## config.mk

```make
export PLATFORM = sky130hd
export DESIGN_NAME = axis_frame_source
export DESIGN_NICKNAME = d
export VERILOG_FILES = /design/src/rtl/axis_pkg.sv /design/src/rtl/sync_fifo.sv /design/src/rtl/axis_frame_source.sv
export SDC_FILE = /design/constraint.sdc
export NUM_CORES = 1
export LEC_CHECK = 0
export ABC_AREA = 1
export CAP_MARGIN = 15
export CORE_AREA = 4 4 177 179
export DETAILED_ROUTE_END_ITERATION = 8
export DIE_AREA = 0 0 181 183
export PLACE_DENSITY = 0.67
export SYNTH_ARGS = -nofsm -noshare
export SYNTH_HDL_FRONTEND = slang
export SYNTH_SLANG_ARGS = --single-unit
```

## constraint.sdc

```tcl
create_clock -name clk -period 3.05 [get_ports clk]
set_clock_uncertainty 0.1 [all_clocks]
set_input_delay 0.61 -clock clk [delete_from_list [all_inputs] [get_ports clk]]
set_output_delay 0.61 -clock clk [all_outputs]
set_load 0.1 [all_outputs]
```

## src/rtl/axis_pkg.sv

```systemverilog
// Shared types and constants for the AXI-Stream frame source and its FIFO.
package axis_pkg;

    typedef enum logic [1:0] {
        IDLE   = 2'd0,
        STREAM = 2'd1
    } src_state_t;

    localparam int DEFAULT_DATA_WIDTH = 32;

    // Counter width for a range of n values; never collapses to zero bits.
    function automatic int cnt_width(input int n);
        return (n > 1) ? $clog2(n) : 1;
    endfunction

endpackage

```

## src/rtl/sync_fifo.sv

```systemverilog
// Show-ahead synchronous FIFO: the head entry is always visible on rdata.
// Pushes when full and pops when empty are ignored.
module sync_fifo
    import axis_pkg::*;
#(
    parameter int DATA_WIDTH = DEFAULT_DATA_WIDTH,
    parameter int DEPTH      = 8
) (
    input  logic                       clk,
    input  logic                       rst,
    input  logic                       push,
    input  logic                       pop,
    input  logic [DATA_WIDTH-1:0]      wdata,
    output logic [DATA_WIDTH-1:0]      rdata,
    output logic                       full,
    output logic                       empty,
    output logic [$clog2(DEPTH):0]     count
);

    localparam int AW = $clog2(DEPTH);
    localparam int CW = AW + 1;
    localparam logic [CW-1:0] DEPTH_C = CW'(DEPTH);

    logic [DATA_WIDTH-1:0] mem_q [DEPTH];
    logic [AW-1:0]         wr_ptr_q, wr_ptr_d;
    logic [AW-1:0]         rd_ptr_q, rd_ptr_d;
    logic [CW-1:0]         count_q, count_d;
    logic                  push_ok;
    logic                  pop_ok;

    assign full    = (count_q == DEPTH_C);
    assign empty   = (count_q == '0);
    assign count   = count_q;
    assign rdata   = mem_q[rd_ptr_q];
    assign push_ok = push && !full;
    assign pop_ok  = pop && !empty;

    // DEPTH is a power of two, so the pointers wrap by plain overflow.
    always_comb begin
        wr_ptr_d = wr_ptr_q;
        rd_ptr_d = rd_ptr_q;
        count_d  = count_q;
        if (push_ok) begin
            wr_ptr_d = wr_ptr_q + 1'b1;
        end
        if (pop_ok) begin
            rd_ptr_d = rd_ptr_q + 1'b1;
        end
        case ({push_ok, pop_ok})
            2'b10:   count_d = count_q + 1'b1;
            2'b01:   count_d = count_q - 1'b1;
            default: count_d = count_q;
        endcase
    end

    always_ff @(posedge clk) begin
        if (rst) begin
            wr_ptr_q <= '0;
            rd_ptr_q <= '0;
            count_q  <= '0;
        end else begin
            wr_ptr_q <= wr_ptr_d;
            rd_ptr_q <= rd_ptr_d;
            count_q  <= count_d;
        end
    end

    // Storage carries no reset; only entries behind the write pointer are ever read.
    always_ff @(posedge clk) begin
        if (push_ok) begin
            mem_q[wr_ptr_q] <= wdata;
        end
    end

endmodule

```

## src/rtl/axis_frame_source.sv

```systemverilog
// AXI-Stream video master: buffers producer pixels and emits one
// FRAME_WIDTH x FRAME_HEIGHT frame per start request, with tuser=SOF and tlast=EOL.
module axis_frame_source
    import axis_pkg::*;
#(
    parameter int DATA_WIDTH   = DEFAULT_DATA_WIDTH,
    parameter int FRAME_WIDTH  = 640,
    parameter int FRAME_HEIGHT = 480,
    parameter int FIFO_DEPTH   = 8
) (
    input  logic                  clk,
    input  logic                  rst,
    input  logic [DATA_WIDTH-1:0] in_data,
    input  logic                  in_valid,
    output logic                  in_ready,
    input  logic                  frame_start,
    output logic                  busy,
    output logic                  frame_done,
    output logic [DATA_WIDTH-1:0] m_axis_tdata,
    output logic                  m_axis_tvalid,
    input  logic                  m_axis_tready,
    output logic                  m_axis_tlast,
    output logic                  m_axis_tuser
);

    localparam int XW = cnt_width(FRAME_WIDTH);
    localparam int YW = cnt_width(FRAME_HEIGHT);
    localparam logic [XW-1:0] X_LAST = XW'(FRAME_WIDTH - 1);
    localparam logic [YW-1:0] Y_LAST = YW'(FRAME_HEIGHT - 1);

    src_state_t            state_q, state_d;
    logic [XW-1:0]         x_q, x_d;
    logic [YW-1:0]         y_q, y_d;
    logic                  done_q, done_d;

    logic [DATA_WIDTH-1:0] fifo_rdata;
    logic                  fifo_full;
    logic                  fifo_empty;
    logic [$clog2(FIFO_DEPTH):0] fifo_count;
    logic                  push;
    logic                  pop;
    logic                  streaming;

    sync_fifo #(
        .DATA_WIDTH (DATA_WIDTH),
        .DEPTH      (FIFO_DEPTH)
    ) u_fifo (
        .clk   (clk),
        .rst   (rst),
        .push  (push),
        .pop   (pop),
        .wdata (in_data),
        .rdata (fifo_rdata),
        .full  (fifo_full),
        .empty (fifo_empty),
        .count (fifo_count)
    );

    assign streaming = (state_q == STREAM);
    assign in_ready  = !fifo_full;
    assign push      = in_valid && in_ready;
    assign pop       = m_axis_tvalid && m_axis_tready;

    // tvalid comes only from state and FIFO occupancy, never from tready; the
    // data and sideband bits then stay put while a beat waits for a handshake.
    assign m_axis_tvalid = streaming && !fifo_empty;
    assign m_axis_tdata  = m_axis_tvalid ? fifo_rdata : '0;
    assign m_axis_tlast  = m_axis_tvalid && (x_q == X_LAST);
    assign m_axis_tuser  = m_axis_tvalid && (x_q == '0) && (y_q == '0);
    assign busy          = streaming;
    assign frame_done    = done_q;

    always_comb begin
        state_d = state_q;
        x_d     = x_q;
        y_d     = y_q;
        done_d  = 1'b0;
        case (state_q)
            IDLE: begin
                if (frame_start) begin
                    state_d = STREAM;
                    x_d     = '0;
                    y_d     = '0;
                end
            end
            STREAM: begin
                // An empty FIFO simply withholds the pop, freezing the counters.
                if (pop) begin
                    if (x_q == X_LAST) begin
                        x_d = '0;
                        if (y_q == Y_LAST) begin
                            y_d     = '0;
                            state_d = IDLE;
                            done_d  = 1'b1;
                        end else begin
                            y_d = y_q + 1'b1;
                        end
                    end else begin
                        x_d = x_q + 1'b1;
                    end
                end
            end
            default: begin
                state_d = IDLE;
                x_d     = '0;
                y_d     = '0;
            end
        endcase
    end

    always_ff @(posedge clk) begin
        if (rst) begin
            state_q <= IDLE;
            x_q     <= '0;
            y_q     <= '0;
            done_q  <= 1'b0;
        end else begin
            state_q <= state_d;
            x_q     <= x_d;
            y_q     <= y_d;
            done_q  <= done_d;
        end
    end

    a_empty_matches_count : assert property (
        @(posedge clk) disable iff (rst) fifo_empty == (fifo_count == '0)
    );

endmodule

```

After elaboration in Yosys (flattened, before gate mapping)
Memories as Yosys holds them, arrays and structs flattened. A register that Yosys moved wholly into a read port is not among the register bits.
Cells that the tools add are included.
{"block": "classes", "reduce_logical": 19, "n_mux": 21, "bitwise": 3, "n_eq_ne": 10, "addsub": 6}
{"operator": "2-to-1 mux 9 bit", "n": 4}
{"operator": "2-to-1 mux 32 bit", "n": 1}
{"operator": "2-to-1 mux 10 bit", "n": 3}
{"operator": "case mux 10 bit (2 select lines)", "n": 1}
{"operator": "case mux 9 bit (2 select lines)", "n": 1}
{"operator": "adder 10 x 1 -> 10 bit, second input constant", "n": 1}
{"operator": "== test 10 bit, second input constant", "n": 1}
{"operator": "logical NOT 10 bit", "n": 1}
{"operator": "adder 9 x 1 -> 9 bit, second input constant", "n": 1}
{"operator": "== test 9 bit, second input constant", "n": 1}
{"operator": "logical NOT 9 bit", "n": 1}
{"operator": "logical AND 1 bit", "n": 8}
{"operator": "2-to-1 mux 2 bit", "n": 4}
{"operator": "case mux 4 bit (2 select lines)", "n": 1}
{"operator": "adder 3 x 1 -> 3 bit, second input constant", "n": 2}
{"operator": "2-to-1 mux 3 bit", "n": 2}
{"operator": "inequality test 2 x 1 -> 1 bit, second input constant", "n": 3}
{"operator": "adder 4 x 1 -> 4 bit, second input constant", "n": 1}
{"operator": "== test 2 x 1 -> 1 bit, second input constant", "n": 2}
{"operator": "== test 4 bit, second input constant", "n": 1}
{"operator": "logical NOT 4 bit", "n": 1}
{"operator": "case mux 2 bit (2 select lines)", "n": 1}
{"operator": "AND reduction 4 bit", "n": 1}
{"operator": "OR reduction 4 bit", "n": 1}
{"operator": "other kinds (10)", "n": 15}
{"block": "totals", "regBits": 32, "in_bits": 37, "elab_cells": 67, "ramBits": 256, "memories": 1, "out_inout_bits": 38}
{"name": "u_fifo.mem_q", "depth": 8, "width": 32, "rd": 1, "rd_ports_with_merged_regs": 1, "write_ports": 1, "line_no": "sync_fifo.sv:24", "rtl": "logic [DATA_WIDTH-1:0] mem_q [DEPTH];"}

Depth between registers and ports, before layout
Gate-level depths: netlist of run 1.
{"block": "depth", "word_depth": 7, "mapped_depth": 11, "mapped_depth_nobuf": 11}

Hierarchy
Synthesis of run 1 repeated with hierarchy kept, for this count alone.
{"block": "unflattened", "hier_cells": 1087, "hier_area_um2": 12230.5}
{"mod": "sync_fifo", "area_each_um2": 10630.2, "cells_per_inst": 816, "seq_area_each_um2": 7947.6, "instances": 1}
{"mod": "axis_frame_source", "area_each_um2": 1600.3, "cells_per_inst": 271, "seq_area_each_um2": 420.4, "instances": 1}

Worst setup path before layout of run 1
OpenSTA, ideal clock, no wires.
{"block": "synth_timing", "path_kind": "flip-flop to output port", "startpoint": "register state_q[0]", "endpoint": "output port m_axis_tuser", "setup_slack_ns": -1.175, "required_time_ns": 2.340, "stages_incl_launch_ff": 5, "arrival_ns": 3.515, "path_buffers": 0, "path_cell_list": "dfxtp_1 > nand2_1 > inv_1 > nand4_1 > nor3_1"}
{"block": "synth_via", "elab_chain_len": 4}
{"element": "from (decl)", "line_no": "axis_frame_source.sv:31", "rtl": "src_state_t state_q, state_d;"}
{"element": "from (signal assigned)", "line_no": "axis_frame_source.sv:118", "rtl": "state_q <= state_d;"}
{"element": "== test 2 x 1 -> 1 bit", "line_no": "axis_frame_source.sv:59", "rtl": "assign streaming = (state_q == STREAM);"}
{"element": "logical AND 1 bit", "line_no": "axis_frame_source.sv:66", "rtl": "assign m_axis_tvalid = streaming && !fifo_empty;"}
{"element": "logical AND 1 bit (2 in a row)", "line_no": "axis_frame_source.sv:69", "rtl": "assign m_axis_tuser = m_axis_tvalid && (x_q == '0) && (y_q == '0);"}
{"element": "to (decl)", "line_no": "axis_frame_source.sv:23", "rtl": "output logic m_axis_tuser"}
No other way between the ends.

==> key figures, run 1 <==
Status
  • Result of the run: finished, final reports clean

Layout
  • Combined area of the multi-input logic cells: about 3200 um2
  • Layout overhead on the synthesized area: 24.12%
  • Final cell count without fillers: 1510
  • Number of nets in the layout: roughly 1.1k
  • Sequential cell area: around 8400 um2
  • Share of cells above drive strength 1: approximately 15%
  • Diode insertion count for antenna repair: 0
  • Post-layout utilization of the core: approximately half
  • Post-route design area: between 10000 and 15000 um2
  • Count of filler cells inserted in the layout: approximately 2.5k

Global routing
  • Grt total ovfl: 0
  • Global-route wire length before repair: a little over 40000 um
  • Maximum number of pins on one net before global-route repair: roughly 70
  • Vias in the first global route: 7501
  • Combined global-route utilization of all metal layers: between 15 and 20%
  • Number of antenna violations at the first check in global routing: 2

Place
  • Port bufs: 74
  • Cell Count Post-Placement: between 1k and 1.5k
  • Worst Setup Slack post-DPL: approximately 0.51 ns
  • Placer congestion estimate: approximately 0.83
  • Placement-stage cell area: 13620 um2
  • HPWL Detailed: 14330 um

Route
  • Antenna-violating nets left: 0
  • Total via count in the routed design: roughly 7.8k
  • Detailed-route DRC error count: 0
  • Number of detailed-route iterations in the first pass: 5
  • Via density per instance: 5.136
  • Sum of routed wire length over all layers: 26180 um
  • Routed length per instance: 17.34 um
  • First DRT Iteration DRCs: ~660

CTS
  • CTS tree: yes
  • Worst skew pair latency: around 0.54 ns
  • Clock root buffer: sky130_fd_sc_hd__clkbuf_16
  • Longest Clk Path Bufs: 3
  • Reg clk slew, reported paths: 0.06 ns
  • Cts bufs inserted: 29
  • Sink Count: a little under 300
  • CTS H-tree lvls: 1

Yosys
  • Post-synthesis cell count: between 1k and 1.5k
  • Most numerous cell types in the synthesized netlist: sky130_fd_sc_hd__nor2_1 (295), sky130_fd_sc_hd__edfxtp_1 (256), sky130_fd_sc_hd__o21ai_0 (163)
  • Most frequently used cell type in the post-synthesis netlist: sky130_fd_sc_hd__nor2_1
  • Area share of the largest cell type after synthesis: 65.06%
  • Average footprint of a synthesized cell: ~12 um2
  • Post-synth net total: between 1k and 1.5k
  • Synth area leader: sky130_fd_sc_hd__edfxtp_1
  • Number of synthesized flops with an enable pin: around 260
  • Main area contributors after synthesis: sky130_fd_sc_hd__edfxtp_1 (65%), sky130_fd_sc_hd__nor2_1 (9.4%), sky130_fd_sc_hd__o21ai_0 (6.9%)
  • Mapped Area: about 12000 um2
  • Share of flip-flops with an asynchronous set or reset after synthesis: 0%
  • Distinct cell type count of the synthesized netlist: 31
  • Sequential element share of the synthesized area: between 70 and 80%
  • Number of register bits inferred by synthesis: slightly below 300
  • Commonest register cell after synthesis: sky130_fd_sc_hd__edfxtp_1
  • Warnings, synthesis: 0

Critical path
  • Type of origin of the critical path: flop
  • Crit path max-delay cell type: sky130_fd_sc_hd__dfxtp_4
  • Type of the worst setup path: flop to primary output
  • Kind of end point of the critical path: primary output
  • Endpoint required time on the critical path: ~2.3 ns
  • Number of buffers and inverters on the critical path: 3
  • Max Fanout on Critical Path: just under 70
  • Largest delay share family, worst path: buffers and inverters
  • Critical Path Max Stage Delay: ~0.4 ns
  • Worst Path Arrival: around 2.2 ns
  • Cells along the critical path: clkinv_2 > buf_16 > nor2_1 > o32ai_1 > nor2_1 > nor2_2 > buf_12
  • Cell repeated most along the worst path: sky130_fd_sc_hd__nor2_1
  • Register-to-register setup slack: between 1 and 1.5 ns
  • Launch point of the worst reg-to-reg path: u_fifo.count[0]

Die
  • Die ar.: approximately 33000 um2
  • Starting utilization of the core area: between 30 and 40%
  • Height of the die: 183 um
  • Die X: between 150 and 200 um
  • Io pins: 75
  • Core box area: slightly below 30000 um2
  • Placement row count: 63

STA
  • Pins over their slew limit: 0
  • Setup WS post-layout: roughly 0.16 ns
  • Period Utilization, post-route: 94.85%
  • Unrepaired setup endpoints after global routing: true
  • Total count of hold-check failures in the final report: 0
  • Highest attainable clock frequency: about 350 MHz
  • Total negative slack: 0 ns
  • Worst-Margin Slew: 0.5049 ns
  • Tightest hold margin: around 0.36 ns
  • Tmin final: slightly below 3 ns
  • Slew Limit Headroom: 66.34%
  • Setup-violating endpoint count in the final report: 0

Min path
  • Launch point of the worst hold path: u_fifo.rd_ptr_q[2]
  • Path type of the worst min-delay path: flop to flop

Flow run
  • Count of maximum capacitance violations: 0

Power
  • Peak supply drop: about 0.45 mV
  • Power density of the placed cells: roughly 640 nW/um2
  • Post-route total power: between 9 and 10 mW
  • Static leakage: roughly 5.0 nW
-- state kept, by name, summed over array words and instances (netlist names), named ones only --
| register | flops |
|---|---|
| u_fifo.rd_ptr_q | 3 |
| u_fifo.wr_ptr_q | 3 |
| y_q | 9 |
| state_q | 1 |
| u_fifo.mem_q | 256 |
| u_fifo.count | 4 |
| x_q | 10 |
| frame_done | 1 |
-- timing repair --
action / 4_1_cts / 5_1_grt
resized for setup: 0 / 6
endpoints found under the setup margin: 22 / 23
cloned: 0 / 0
setup buffers: 2 / 5
hold buffers: 0 / 0
-- final cells by class --
cell class,instances,share of cell area [%]
Clock buffer,33,5.051
Clock inverter,18,1.433
Inverter,42,1.084
Multi-Input combinational cell,633,21.82
Sequential cell,290,57.12
Tap cell,390,3.327
Timing Repair Buffer,104,10.16
-- layout by cell type, fill, tap and decap left out, types with 2 or more instances in the layout --
master / synthesis / routed
sky130_fd_sc_hd__nor2_1: 295 / 255
sky130_fd_sc_hd__o32ai_1: 32 / 32
sky130_fd_sc_hd__buf_16: 0 / 2
sky130_fd_sc_hd__clkbuf_16: 0 / 29
sky130_fd_sc_hd__o21bai_2: 2 / 2
sky130_fd_sc_hd__nand2_1: 48 / 48
sky130_fd_sc_hd__clkinv_4: 0 / 2
sky130_fd_sc_hd__o21ai_1: 15 / 20
sky130_fd_sc_hd__and2_1: 2 / 2
sky130_fd_sc_hd__nor2_2: 3 / 26
sky130_fd_sc_hd__edfxtp_1: 256 / 256
sky130_fd_sc_hd__nor2_4: 0 / 17
sky130_fd_sc_hd__nand4_1: 7 / 7
sky130_fd_sc_hd__xor2_1: 7 / 7
sky130_fd_sc_hd__clkinv_2: 0 / 7
sky130_fd_sc_hd__clkinv_1: 0 / 4
sky130_fd_sc_hd__nor3_2: 1 / 2
sky130_fd_sc_hd__a21oi_1: 15 / 15
sky130_fd_sc_hd__ha_1: 9 / 9
sky130_fd_sc_hd__inv_1: 42 / 41
sky130_fd_sc_hd__buf_4: 3 / 19
sky130_fd_sc_hd__nor3_1: 5 / 4
sky130_fd_sc_hd__nor4_1: 4 / 4
sky130_fd_sc_hd__dfxtp_1: 34 / 31
sky130_fd_sc_hd__o21ai_0: 163 / 158
sky130_fd_sc_hd__clkdlybuf4s50_1: 0 / 36
sky130_fd_sc_hd__nand3_1: 14 / 14
sky130_fd_sc_hd__buf_12: 0 / 46
sky130_fd_sc_hd__dfxtp_4: 0 / 2
sky130_fd_sc_hd__clkbuf_1: 29 / 4
sky130_fd_sc_hd__nand2_2: 5 / 5
sky130_fd_sc_hd__bufinv_16: 0 / 4
-- worst paths after layout --
path | to | cells past startpoint
setup / recovery | m_axis_tdata[4] | 7
hold / removal | u_fifo.rd_ptr_q[2] | 1
setup reg to reg | u_fifo.count[2] | 10
hold reg to reg | u_fifo.rd_ptr_q[2] | 1
-- power breakdown --
part	internal (mW)	switching (mW)	leakage, nW
Combinational	0.457	0.933	1.92
Clock	2.08	1.44	0.467
Sequential	4.43	0.0437	2.60
-- kinds of logic after synthesis --
kind of cell,after synthesis,synth area share [%]
and+or+nand+nor,387,13.10
adders and majority gates,9,0.9531
xor gates and xnor gates,7,0.5189
DFF,290,70.82
AOI/OAI and AO/OA,230,10.91
buffers and inverters,99,3.696
-- layer usage --
metal / track usage, % / part of all wire (%) / vias to the layer above
li1: - / - / 3775
met2: 25.53 / 48 / 192
met1: 20.98 / 45 / 3740
met5: 0 / 0.10 / -
met4: 3.422 / 2.0 / 4
met3: 2.896 / 5.6 / 44
Note: power is estimated with default switching activity, not from simulation.
==> run 2, diff against run 1 <==
--- a/config.mk
+++ b/config.mk
@@ -6,7 +6,6 @@
 export NUM_CORES = 1
 export LEC_CHECK = 0
 export ABC_AREA = 1
-export CAP_MARGIN = 15
 export CORE_AREA = 4 4 177 179
 export DETAILED_ROUTE_END_ITERATION = 8
 export DIE_AREA = 0 0 181 183
==> results of run 2 <==
The final DEF is identical to that of run 1; final timing and power are the same.
